<file path="src/rtl/fitbit_pkg.sv">
// Shared definitions for the pedometer front end: conditioner FSM encoding,
// default cycle constants and the width of the saturating event counters.
package fitbit_pkg;

  typedef enum logic [1:0] {
    IDLE_LOW  = 2'd0,
    RISE_QUAL = 2'd1,
    HIGH      = 2'd2,
    FALL_QUAL = 2'd3
  } cond_state_t;

  localparam int DEF_DEBOUNCE_CYCLES     = 1000;
  localparam int DEF_MIN_INTERVAL_CYCLES = 25_000_000;
  localparam int DEF_CNT_W               = 25;
  localparam int SAT_W                   = 8;

endpackage

</file>
<file path="src/rtl/sync2.sv">
// Generic two-flop synchronizer for a single asynchronous level input.
module sync2 (
  input  logic clk,
  input  logic rst_n,
  input  logic d,
  output logic q
);

  logic s_p0;

  // Stage p0 may go metastable; q is the settled copy one cycle later
  always_ff @(posedge clk or negedge rst_n) begin
    if (!rst_n) begin
      s_p0 <= 1'b0;
      q    <= 1'b0;
    end else begin
      s_p0 <= d;
      q    <= s_p0;
    end
  end

endmodule

</file>
<file path="src/rtl/step_pulse_conditioner.sv">
// Turns the raw, bouncy step-sensor line into one single-cycle stepPulse per
// physical step, rejecting short glitches and implausibly fast cadence.
module step_pulse_conditioner
  import fitbit_pkg::*;
#(
  parameter int DEBOUNCE_CYCLES     = DEF_DEBOUNCE_CYCLES,
  parameter int MIN_INTERVAL_CYCLES = DEF_MIN_INTERVAL_CYCLES,
  parameter int CNT_W               = DEF_CNT_W
) (
  input  logic             clk100Mhz,
  input  logic             rst_n,
  input  logic             pulseRaw,
  output logic             stepPulse,
  output logic [SAT_W-1:0] glitchCount,
  output logic [SAT_W-1:0] tooFastCount,
  output logic             busy
);

  localparam logic [CNT_W-1:0] CNT_ONE  = CNT_W'(1);
  localparam logic [CNT_W-1:0] DB_LAST  = CNT_W'(DEBOUNCE_CYCLES - 1);
  localparam logic [CNT_W-1:0] MIN_GAP  = CNT_W'(MIN_INTERVAL_CYCLES);

  function automatic logic [SAT_W-1:0] sat_inc(input logic [SAT_W-1:0] v);
    return (v == {SAT_W{1'b1}}) ? v : v + SAT_W'(1);
  endfunction

  logic             sync_in;
  cond_state_t      state;
  logic [CNT_W-1:0] db_cnt;
  logic [CNT_W-1:0] interval_cnt;

  sync2 u_sync2 (
    .clk   (clk100Mhz),
    .rst_n (rst_n),
    .d     (pulseRaw),
    .q     (sync_in)
  );

  assign busy = (state != IDLE_LOW);

  // Qualification edge is the last of DEBOUNCE_CYCLES consecutive high samples
  always_ff @(posedge clk100Mhz or negedge rst_n) begin
    if (!rst_n) begin
      state        <= IDLE_LOW;
      db_cnt       <= '0;
      interval_cnt <= MIN_GAP;
      stepPulse    <= 1'b0;
      glitchCount  <= '0;
      tooFastCount <= '0;
    end else begin
      stepPulse <= 1'b0;
      if (interval_cnt < MIN_GAP)
        interval_cnt <= interval_cnt + CNT_ONE;

      case (state)
        IDLE_LOW: begin
          if (sync_in) begin
            db_cnt <= CNT_ONE;
            state  <= RISE_QUAL;
          end
        end
        RISE_QUAL: begin
          if (!sync_in) begin
            glitchCount <= sat_inc(glitchCount);
            state       <= IDLE_LOW;
          end else if (db_cnt == DB_LAST) begin
            state <= HIGH;
            if (interval_cnt >= MIN_GAP) begin
              stepPulse    <= 1'b1;
              interval_cnt <= '0;
            end else begin
              tooFastCount <= sat_inc(tooFastCount);
            end
          end else begin
            db_cnt <= db_cnt + CNT_ONE;
          end
        end
        HIGH: begin
          if (!sync_in) begin
            db_cnt <= CNT_ONE;
            state  <= FALL_QUAL;
          end
        end
        FALL_QUAL: begin
          // A high sample here is contact bounce: resume HIGH without a new step
          if (sync_in)
            state <= HIGH;
          else if (db_cnt == DB_LAST)
            state <= IDLE_LOW;
          else
            db_cnt <= db_cnt + CNT_ONE;
        end
        default: state <= IDLE_LOW;
      endcase
    end
  end

endmodule

</file>
<file path="config.mk">
export PLATFORM = sky130hd
export DESIGN_NAME = step_pulse_conditioner
export DESIGN_NICKNAME = d
export VERILOG_FILES = /design/src/rtl/fitbit_pkg.sv /design/src/rtl/sync2.sv /design/src/rtl/step_pulse_conditioner.sv
export SDC_FILE = /design/constraint.sdc
export NUM_CORES = 1
export LEC_CHECK = 0
export CORE_ASPECT_RATIO = 0.8
export CORE_MARGIN = 3
export CORE_UTILIZATION = 30
export CTS_CLUSTER_DIAMETER = 150
export DETAILED_ROUTE_END_ITERATION = 16
export GPL_ROUTABILITY_DRIVEN = 0
export SLEW_MARGIN = 20
export SYNTH_ARGS = -nofsm -noshare
export SYNTH_HDL_FRONTEND = slang
export SYNTH_SLANG_ARGS = --single-unit
</file>
<file path="constraint.sdc">
create_clock -name clk100Mhz -period 3.2 [get_ports clk100Mhz]
set_input_delay 0.48 -clock clk100Mhz [delete_from_list [all_inputs] [get_ports clk100Mhz]]
set_output_delay 0.48 -clock clk100Mhz [all_outputs]
set_load 0.01 [all_outputs]
</file>
==> summary.txt <==
Timing
  – Clock skew: roughly 0.0076 ns
  – Hold Vio Cnt, Final: 0
  – Crit path time final: ~2.4 ns
  – Final Max Slew Viols: 0
  – Worst Setup Slack, final: around 0.79 ns
  – Final setup viols: 0
  – RSZ-0062 raised after global routing: no
  – Max Freq: between 0.4 and 0.5 GHz
  – Setup_tns: 0 ns
  – Rel. slew slack: 0.453
  – Least-Margin Pin Slew: around 0.82 ns
  – Period utilization: 0.753

Synth
  – Synthesized cell area: between 3000 and 4000 um2
  – Mapped Avg Cell Area: a little under 10 um2
  – Sequential-to-total area share from yosys stat: 0.460
  – Synth Area in Compound Gates: 0.103
  – Post-Synth XOR/XNOR Area: 0.0607
  – Syn nets: slightly above 400
  – Seq cells post-synth: 71
  – Synthesized instance count: ~400
  – Yosys Warn Count: 0
  – Distinct cells, synth: 47
  – Synth Area in Adders: 0.0161
  – Mux cell area share after synthesis: 0.0379
  – Main combinational cell family by area after synthesis: simple AND/OR/NAND/NOR gates
  – Synth Area in Simple Gates: 0.288

Pwr
  – Seq pwr share: 0.435
  – Combinational share of power: 0.084
  – Sw Share: 0.233
  – Internal Power: 1770 uW
  – Switching Power: 536 uW
  – Clock share of power: 0.481
  – Worst VDD drop: ~0.00032 V
  – Pleak: around 0.002 uW
  – Overall power: about 2300 uW
  – P per Cell Area: roughly 500 nW/um2

Cells and area
  – Share of layout cells above drive strength 1: 0.129
  – Fillers: between 1k and 1.5k
  – Area of the multi-input gates: about 2000 um2
  – Cell area after layout: about 4600 um2
  – Register area: approximately 1800 um2
  – Area delta synth->final: 19.0%
  – # diodes: 0
  – Nets: 436

Floorplanning
  – Num ports: 21
  – # rows: 36
  – Die X: 133 um
  – Effective utilization at floorplan: 0.313
  – CORE AREA: ~12,000 um2
  – Die height: roughly 110 um
  – Die area: approximately 14,000 um2

Critical path
  – Crit Path Class: register to register
  – Crit-path max FO: 19
  – Worst EP arrival: around 2.6 ns
  – Worst path slowest cell: dfstp_2
  – Critical path required time: between 3 and 4 ns
  – Crit path capture type: register
  – Reg-to-Reg Start: interval_cnt[12]
  – Worst reg2reg setup slack: around 0.79 ns
  – CP max stage delay: around 0.56 ns
  – CP cell instances: nand4_1 -> nor4_1 -> a32oi_2 -> buf_4 -> and3_1 -> a211o_1
  – Reg2reg end: interval_cnt[8]
  – Worst-case reg-to-reg path depth: 6
  – Worst setup SP type: register

Status
  – Status: complete, no violations

Detailed routing
  – DRT Wirelength: 8620 um
  – DRC errors left: 0
  – DR top layer: met4
  – Via Count: just over 3k
  – DR vias/cell: between 5 and 6
  – Remaining antenna violation count after routing: 0
  – Drt pass-1 iters: 5
  – Detailed Route Iter0 Violations: 178
  – WL met1: roughly 4300 um
  – Routed wl met3: 310 um
  – Met2 wire len: 3960 um
  – Routed length per instance: ~14 um

Global route
  – Global-route wire length before repair: ~15,000 um
  – Antenna violations before repair: 0
  – GR Overflow Total: 0
  – Vias in the first global route: between 3k and 4k
  – Overall Global Routing Usage: 0.126
  – Pin count of the biggest net entering global routing: 37

Clock network
  – Clock Tree Root: clkbuf_16
  – Max Root-Sink Buffers: 2
  – Clk_lat worst skew: around 0.33 ns
  – Hold_buf cts: 0
  – H-tree depth: 3
  – Resize count post-CTS: 0
  – CTS Sinks: around 70
  – CTS tree: done
  – Worst-path clk slew: around 0.060 ns
  – Post-CTS Setup Inserts: 0
  – CTS buffer count: 9

Placed design
  – IO Port Bufs: 20
  – Pre-CTS setup slack: 0.843 ns
  – DP HPWL: between 6000 and 7000 um
  – DP Area: approximately 4300 um2

Run
  – Max cap viols: 0

Hold path
  – HP Class: input port to asynchronous set/reset pin
-- power by group through the flow --
stage               Combinational, uW  Clock [uW]  Sequential [uW]
floorplan                        79.1           0             1020
global route                      218        1190             1010
CTS                               199        1140             1000
finish                            193        1110             1000
global placement                  195           0             1010
detailed placement                197           0             1020
-- flip-flops by register name, summed over array words and instances (netlist names), named ones only --
signal and cells:
db_cnt 25, interval_cnt 25, glitchCount 8, tooFastCount 8, state 1, stepPulse 1, u_sync2.q 1, u_sync2.s_p0 1
-- worst max path at each step --
stage                                 from               to  slack [ns]  cells after the start
after detailed placement  interval_cnt[12]  interval_cnt[8]        0.84                      6
final                     interval_cnt[12]  interval_cnt[8]        0.79                      6
after floorplan                 db_cnt[11]  tooFastCount[7]        1.06                      6
after global placement    interval_cnt[12]  interval_cnt[8]        0.89                      6
after CTS                 interval_cnt[12]  interval_cnt[8]        0.84                      6
after global routing      interval_cnt[11]  interval_cnt[8]        0.67                      6
-- cell families (layout without fill, tap and decap cells) --
| family | after synthesis | count (layout) |
|---|---|---|
| buffers and inverters | 30 | 60 |
| DFF | 71 | 71 |
| AOI/OAI and AO/OA | 57 | 57 |
| adders and majority gates | 5 | 5 |
| xor gates and xnor gates | 27 | 27 |
| muxes | 14 | 14 |
| and+or+nand+nor | 199 | 199 |
-- per-stage QoR --
step | hold slack [ns] | instances | utilization
floorplan | 0.184 | 403 | -
global placement | 0.333 | 588 | 0.346
detailed placement | 0.338 | 588 | 0.346
CTS | 0.262 | 604 | 0.373
global route | 0.296 | 604 | 0.373
finish | 0.241 | 604 | 0.373
-- cell usage after synthesis, drive strengths merged --
cell,n,share of area
dfrtp,59,0.38
clkbuf,6,0.0058
o211a,3,0.0077
nand2b,6,0.0096
nor4b,5,0.014
o31ai,3,0.0058
a32oi,1,0.0022
a2bb2oi,1,0.0022
o21ai,13,0.017
nand4b,2,0.0045
inv,15,0.014
a32o,1,0.0026
a21o,4,0.0077
mux2,6,0.017
and2,1,0.0016
dfstp,12,0.081
and4,4,0.0090
nand4,17,0.029
nand3,31,0.040
a41o,1,0.0026
a21bo,1,0.0026
or3,11,0.018
xor2,10,0.022
nor3,32,0.042
nand2,29,0.028
o21a,1,0.0019
nor4,12,0.027
o211ai,1,0.0019
a21oi,11,0.014
or2,2,0.0032
or4,1,0.0029
o22ai,2,0.0032
xnor2,17,0.038
ha,5,0.016
buf,9,0.014
a211o,14,0.031
and3,21,0.034
mux2i,8,0.021
nor2b,1,0.0016
nor2,24,0.024
-- layout make-up --
type,instances,share of cell area
Clock inverter,5,0.0173
Timing Repair Buffer,29,0.0567
Multi-Input combinational cell,302,0.427
Sequential cell,71,0.387
Clock buffer,11,0.0545
Tap cell,171,0.0462
Inverter,15,0.0121
-- layer usage --
metal  GRT usage  vias up
li1            -     1543
met1       0.182     1500
met2       0.189       66
met3      0.0266        2
met4      0.0419        0
met5           0        -
-- cells in the final DEF, fill, tap and decap left out, types with 4 or more instances in the layout --
master,Yosys,layout
a21oi_1,11,11
clkbuf_16,0,9
ha_1,5,5
o21ai_0,13,13
mux2_2,6,6
xnor2_1,17,17
nand2_1,29,29
nand3_1,31,31
nor4_1,10,10
and4_1,4,4
nor2_1,23,23
mux2i_1,8,8
nand4_1,16,16
a21o_1,4,4
dfstp_2,12,12
xor2_1,10,10
dfrtp_1,59,59
buf_4,1,9
nor3_1,31,31
inv_1,15,15
and3_1,21,21
or3_1,11,11
a211o_1,14,14
clkdlybuf4s50_1,0,19
nand2b_1,6,6
-- critical path: cells and delay by family (launching register included) --
family | cells | cell delay (ns)
buf+inv | 1 | 0.30
simple gates | 3 | 0.86
compound gates | 2 | 0.57
flops | 1 | 0.56
Power figures use the tool's default switching activity.
==> RTL change 1 (config.mk and constraints unchanged) <==
Set the package constant `DEF_CNT_W` to 21 (it was 25).
--- a/src/rtl/fitbit_pkg.sv
+++ b/src/rtl/fitbit_pkg.sv
@@ -11,7 +11,7 @@
 
   localparam int DEF_DEBOUNCE_CYCLES     = 1000;
   localparam int DEF_MIN_INTERVAL_CYCLES = 25_000_000;
-  localparam int DEF_CNT_W               = 25;
+  localparam int DEF_CNT_W               = 21;
   localparam int SAT_W                   = 8;
 
 endpackage
Check against the original RTL: same outputs for any inputs over 10 cycles, from zero or initial values and one cycle with rst_n low; that may be too few to reach the edited logic, so the function may still have changed.
==> RTL change 1 against the unedited design <==
- synthesized cell count is 18% lower
- power is 4.1% lower
- first-iteration DRC count is 44% lower
- routed wire length is 22% lower
- combinational power is 18% higher
- sequential cell count is 8 lower
- final cell count is 17% lower
- area after synthesis is 15% lower
- design area is 13% lower
- count of clock-buffer cells in the layout stayed put
- critical path depth is 1 higher
- worst setup slack worse by 0.017 ns
- core utilization is 1.2 points higher
- critical endpoint is now interval_cnt[18]$_DFF_PN1_
==> RTL change 1: results <==
critical_path:
  r2r_setup_slack_ns: 0.77
  worst_path_max_delay_cell: "or4_4"
  critPathMaxFanout: 13
  worst_ep_arrival_time_ns: 2.68
final_layout:
  diodes: 0
  final_nets: 367
  drive_above_1_share: 0.159
  stdcell_count: 504
  reg.largest.list: "db_cnt x21, interval_cnt x21"
power:
  p_leak_nw: 1.70
  irDropWorstVdd_uv: 357
synth:
  synth_common_cells: "dfrtp_1, nand2_1, nor2_1, nand3_1"
  avgSynthCellArea_sq_um: 10.0
  synth_seq_area_share: 0.477
  ys_types: 45
  synthesis.nets: 339
  ys_warn_count: 0
  synth_area_leaders: "dfrtp_1, dfstp_2, xnor2_1"
global_routing:
  grt_pass1_wl_microns: 12100
  grt_start_max_net_pins: 28
  grt_pass1_vias: 2620
  grt_usage: 0.121
  antenna_found_initial: 0
  use_met3: 0.0411
  grtUsageMet2: 0.189
  use_met1: 0.158
place:
  pre_cts_ws_ns: 0.809
  placed_cells: 488
  place_hpwl_microns: 4700
  portBuffers: 20
sta:
  skew_ns: 0.00492
  period_share: 0.758
  worst_pin_slew_ns: 0.711
  whs_ns: 0.105
route:
  routed_via_density: 5.11
  first_pass_iters: 6
  drt_iter0_markers: 100
  drt-total-wl_microns: 6740
min_path:
  min_path_type: "in -> async"
clock_tree:
  post_cts_buffers: 0
  cts_hold_buffers: 0
  post_cts_resized: 0
  cts_buffers: 9
status:
  outcome: "completed"
-- RTL change 1: path summary, 6_finish.rpt --
kind,start,to,depth (start not counted)
worst max-delay path,interval_cnt[15]$_DFF_PN0_,interval_cnt[18]$_DFF_PN1_,7
worst min-delay path,rst_n,db_cnt[17]$_DFFE_PN0P_,1
worst max register to register,interval_cnt[15]$_DFF_PN0_,interval_cnt[18]$_DFF_PN1_,7
worst min register to register,u_sync2.s_p0$_DFF_PN0_,u_sync2.q$_DFF_PN0_,0
max in group asynchronous,rst_n,interval_cnt[6]$_DFF_PN1_,2
min in group clk100Mhz,u_sync2.s_p0$_DFF_PN0_,u_sync2.q$_DFF_PN0_,0
-- RTL change 1: layer usage --
metal	part of all wire	wire length [microns]
met5	0	0
met2	0.44	2980
met3	0.035	234
met4	0.015	104
met1	0.51	3420
-- RTL change 1: kinds of logic (layout without fill, tap and decap cells) --
kind of cell,Yosys count,in the layout,share of synthesized area
AO/OA/AOI/OAI,53,53,0.120
flip-flops,63,63,0.477
multiplexers,15,15,0.0497
XOR/XNOR,27,27,0.0711
adder cells (fa/ha/maj),5,5,0.0188
AND/OR/NAND/NOR,154,154,0.247
buffers and inverters,14,47,0.0162
-- RTL change 1: critical path, delay by kind of cell (launching register included) --
family	cells	cell delay, ns
AO/OA/AOI/OAI	3	0.85
AND/OR/NAND/NOR	2	0.61
flip-flops	1	0.44
buffers and inverters	2	0.43
-- RTL change 1: per-stage QoR --
step | cell area (sq um) | power (mW) | utilization
2_1_floorplan | 3330 | 1.03 | -
3_3_place_gp | 3720 | 1.15 | 0.353
3_5_place_dp | 3720 | 1.15 | 0.353
4_1_cts | 4050 | 2.24 | 0.385
5_1_grt | 4050 | 2.30 | 0.385
6_report | 4050 | 2.21 | 0.385
-- RTL change 1: report_power, final --
group	switching (mW)	internal (mW)
clock network	0.349	0.722
logic	0.106	0.121
registers	0.0608	0.847
-- RTL change 1: final cells by class --
cell class / count / area [sq um]
clock buffers: 11 / 253
clock inverters: 5 / 80.1
fillers: 1031 / 6480
inverters: 5 / 18.8
multi-input cells: 254 / 1700
flip-flops and latches: 63 / 1590
well taps: 140 / 175
repair buffers: 26 / 240
==> RTL change 2 (config.mk and constraints unchanged) <==
Without the edit above. Register the output `glitchCount` once more, cleared by the reset; this adds one clock of latency there. The other outputs are not delayed to match.
--- a/src/rtl/step_pulse_conditioner.sv
+++ b/src/rtl/step_pulse_conditioner.sv
@@ -19,6 +19,8 @@
   localparam logic [CNT_W-1:0] CNT_ONE  = CNT_W'(1);
   localparam logic [CNT_W-1:0] DB_LAST  = CNT_W'(DEBOUNCE_CYCLES - 1);
   localparam logic [CNT_W-1:0] MIN_GAP  = CNT_W'(MIN_INTERVAL_CYCLES);
+
+  logic [SAT_W-1:0] glitchCount_s0;
 
   function automatic logic [SAT_W-1:0] sat_inc(input logic [SAT_W-1:0] v);
     return (v == {SAT_W{1'b1}}) ? v : v + SAT_W'(1);
@@ -45,7 +47,7 @@
       db_cnt       <= '0;
       interval_cnt <= MIN_GAP;
       stepPulse    <= 1'b0;
-      glitchCount  <= '0;
+      glitchCount_s0 <= '0;
       tooFastCount <= '0;
     end else begin
       stepPulse <= 1'b0;
@@ -61,7 +63,7 @@
         end
         RISE_QUAL: begin
           if (!sync_in) begin
-            glitchCount <= sat_inc(glitchCount);
+            glitchCount_s0 <= sat_inc(glitchCount_s0);
             state       <= IDLE_LOW;
           end else if (db_cnt == DB_LAST) begin
             state <= HIGH;
@@ -95,5 +97,13 @@
     end
   end
 
+  always_ff @(posedge clk100Mhz or negedge rst_n) begin
+    if (!rst_n) begin
+      glitchCount <= '0;
+    end else begin
+      glitchCount <= glitchCount_s0;
+    end
+  end
+
 endmodule
 
Check against the original RTL: not equivalent (Yosys sat finds a counterexample within 10 cycles, from zero or initial values and one cycle with rst_n low).
==> RTL change 2 against the unedited design <==
- worst hold slack got worse by 0.15 ns
- combinational power increased by 13%
- via count decreased by 7.5%
- critical path depth decreased by 1
- design area decreased by 1.5%
- worst setup slack got worse by 0.39 ns
- sequential cell count increased by 8
- area after synthesis decreased by 1.8%
- power increased by 4.7%
- routed wire length decreased by 9.3%
- count of clock-buffer cells in the layout decreased by 2
==> RTL change 2: results <==
status:
  outcome: "completed"
final_layout:
  final_nets: 421
  nMultiInputCombCells: 285
  multi_input_area_sq_mm: 0.00174
  clk_share: 0.0666
  n_all_buffers: 28
  stdcell_count: 589
  n_fill_cell: 1226
  inv_count: 10
global_routing:
  grt_usage: 0.123
  grt_start_max_net_pins: 80
  use_met1: 0.170
  use_met3: 0.0375
route:
  vias: 2879
  wire_per_inst_microns: 13.3
  drt-met1-wl_microns: 3930
  drt_iter0_markers: 134
power:
  irDropWorstVdd_uv: 465
  power_frac_comb: 0.090
  p_leak_nw: 1.93
synth:
  synth-xor-area-share: 0.0962
  synth_area_leaders: "dfrtp_1, dfstp_2, xnor2_1"
  synth_common_cells: "dfrtp_1, nor2_1, nand2_1, xnor2_1, a21oi_1"
  synth.area.mux_share: 0.00884
  synth_compound_area_frac: 0.105
  ys_ff_latch: 79
sta:
  whs_ns: 0.0931
critical_path:
  critPathMaxFanout: 7
  ff2ff_path_depth: 5
  r2r_start: "db_cnt[15]$_DFFE_PN0P_"
## RTL change 2: cell count changes after synthesis, moves of 8 or more
cell and delta:
dfrtp_1 +8, nor3_1 -22, mux2i_1 -8, a31oi_1 +13, nor2_1 +18, a21oi_1 +14
and3_1 -10, a211o_1 -14, nand3_1 -8, xnor2_1 +9
## RTL change 2: metrics by stage
stage / cell area, sq um / utilization / total power, mW / setup WS (ns)
2_1_floorplan: 3820 / - / 1.26 / 0.572
3_3_place_gp: 4230 / 0.344 / 1.39 / 0.453
5_1_grt: 4560 / 0.371 / 2.54 / 0.261
3_5_place_dp: 4230 / 0.344 / 1.39 / 0.397
6_report: 4560 / 0.371 / 2.41 / 0.397
4_1_cts: 4540 / 0.369 / 2.45 / 0.383
## RTL change 2: worst max-delay path: cells and delay by family, from the launching register on
family / cells / cell delay (ns)
DFF: 1 / 0.45
muxes: 1 / 0.36
and+or+nand+nor: 3 / 1.66
AOI/OAI and AO/OA: 1 / 0.21
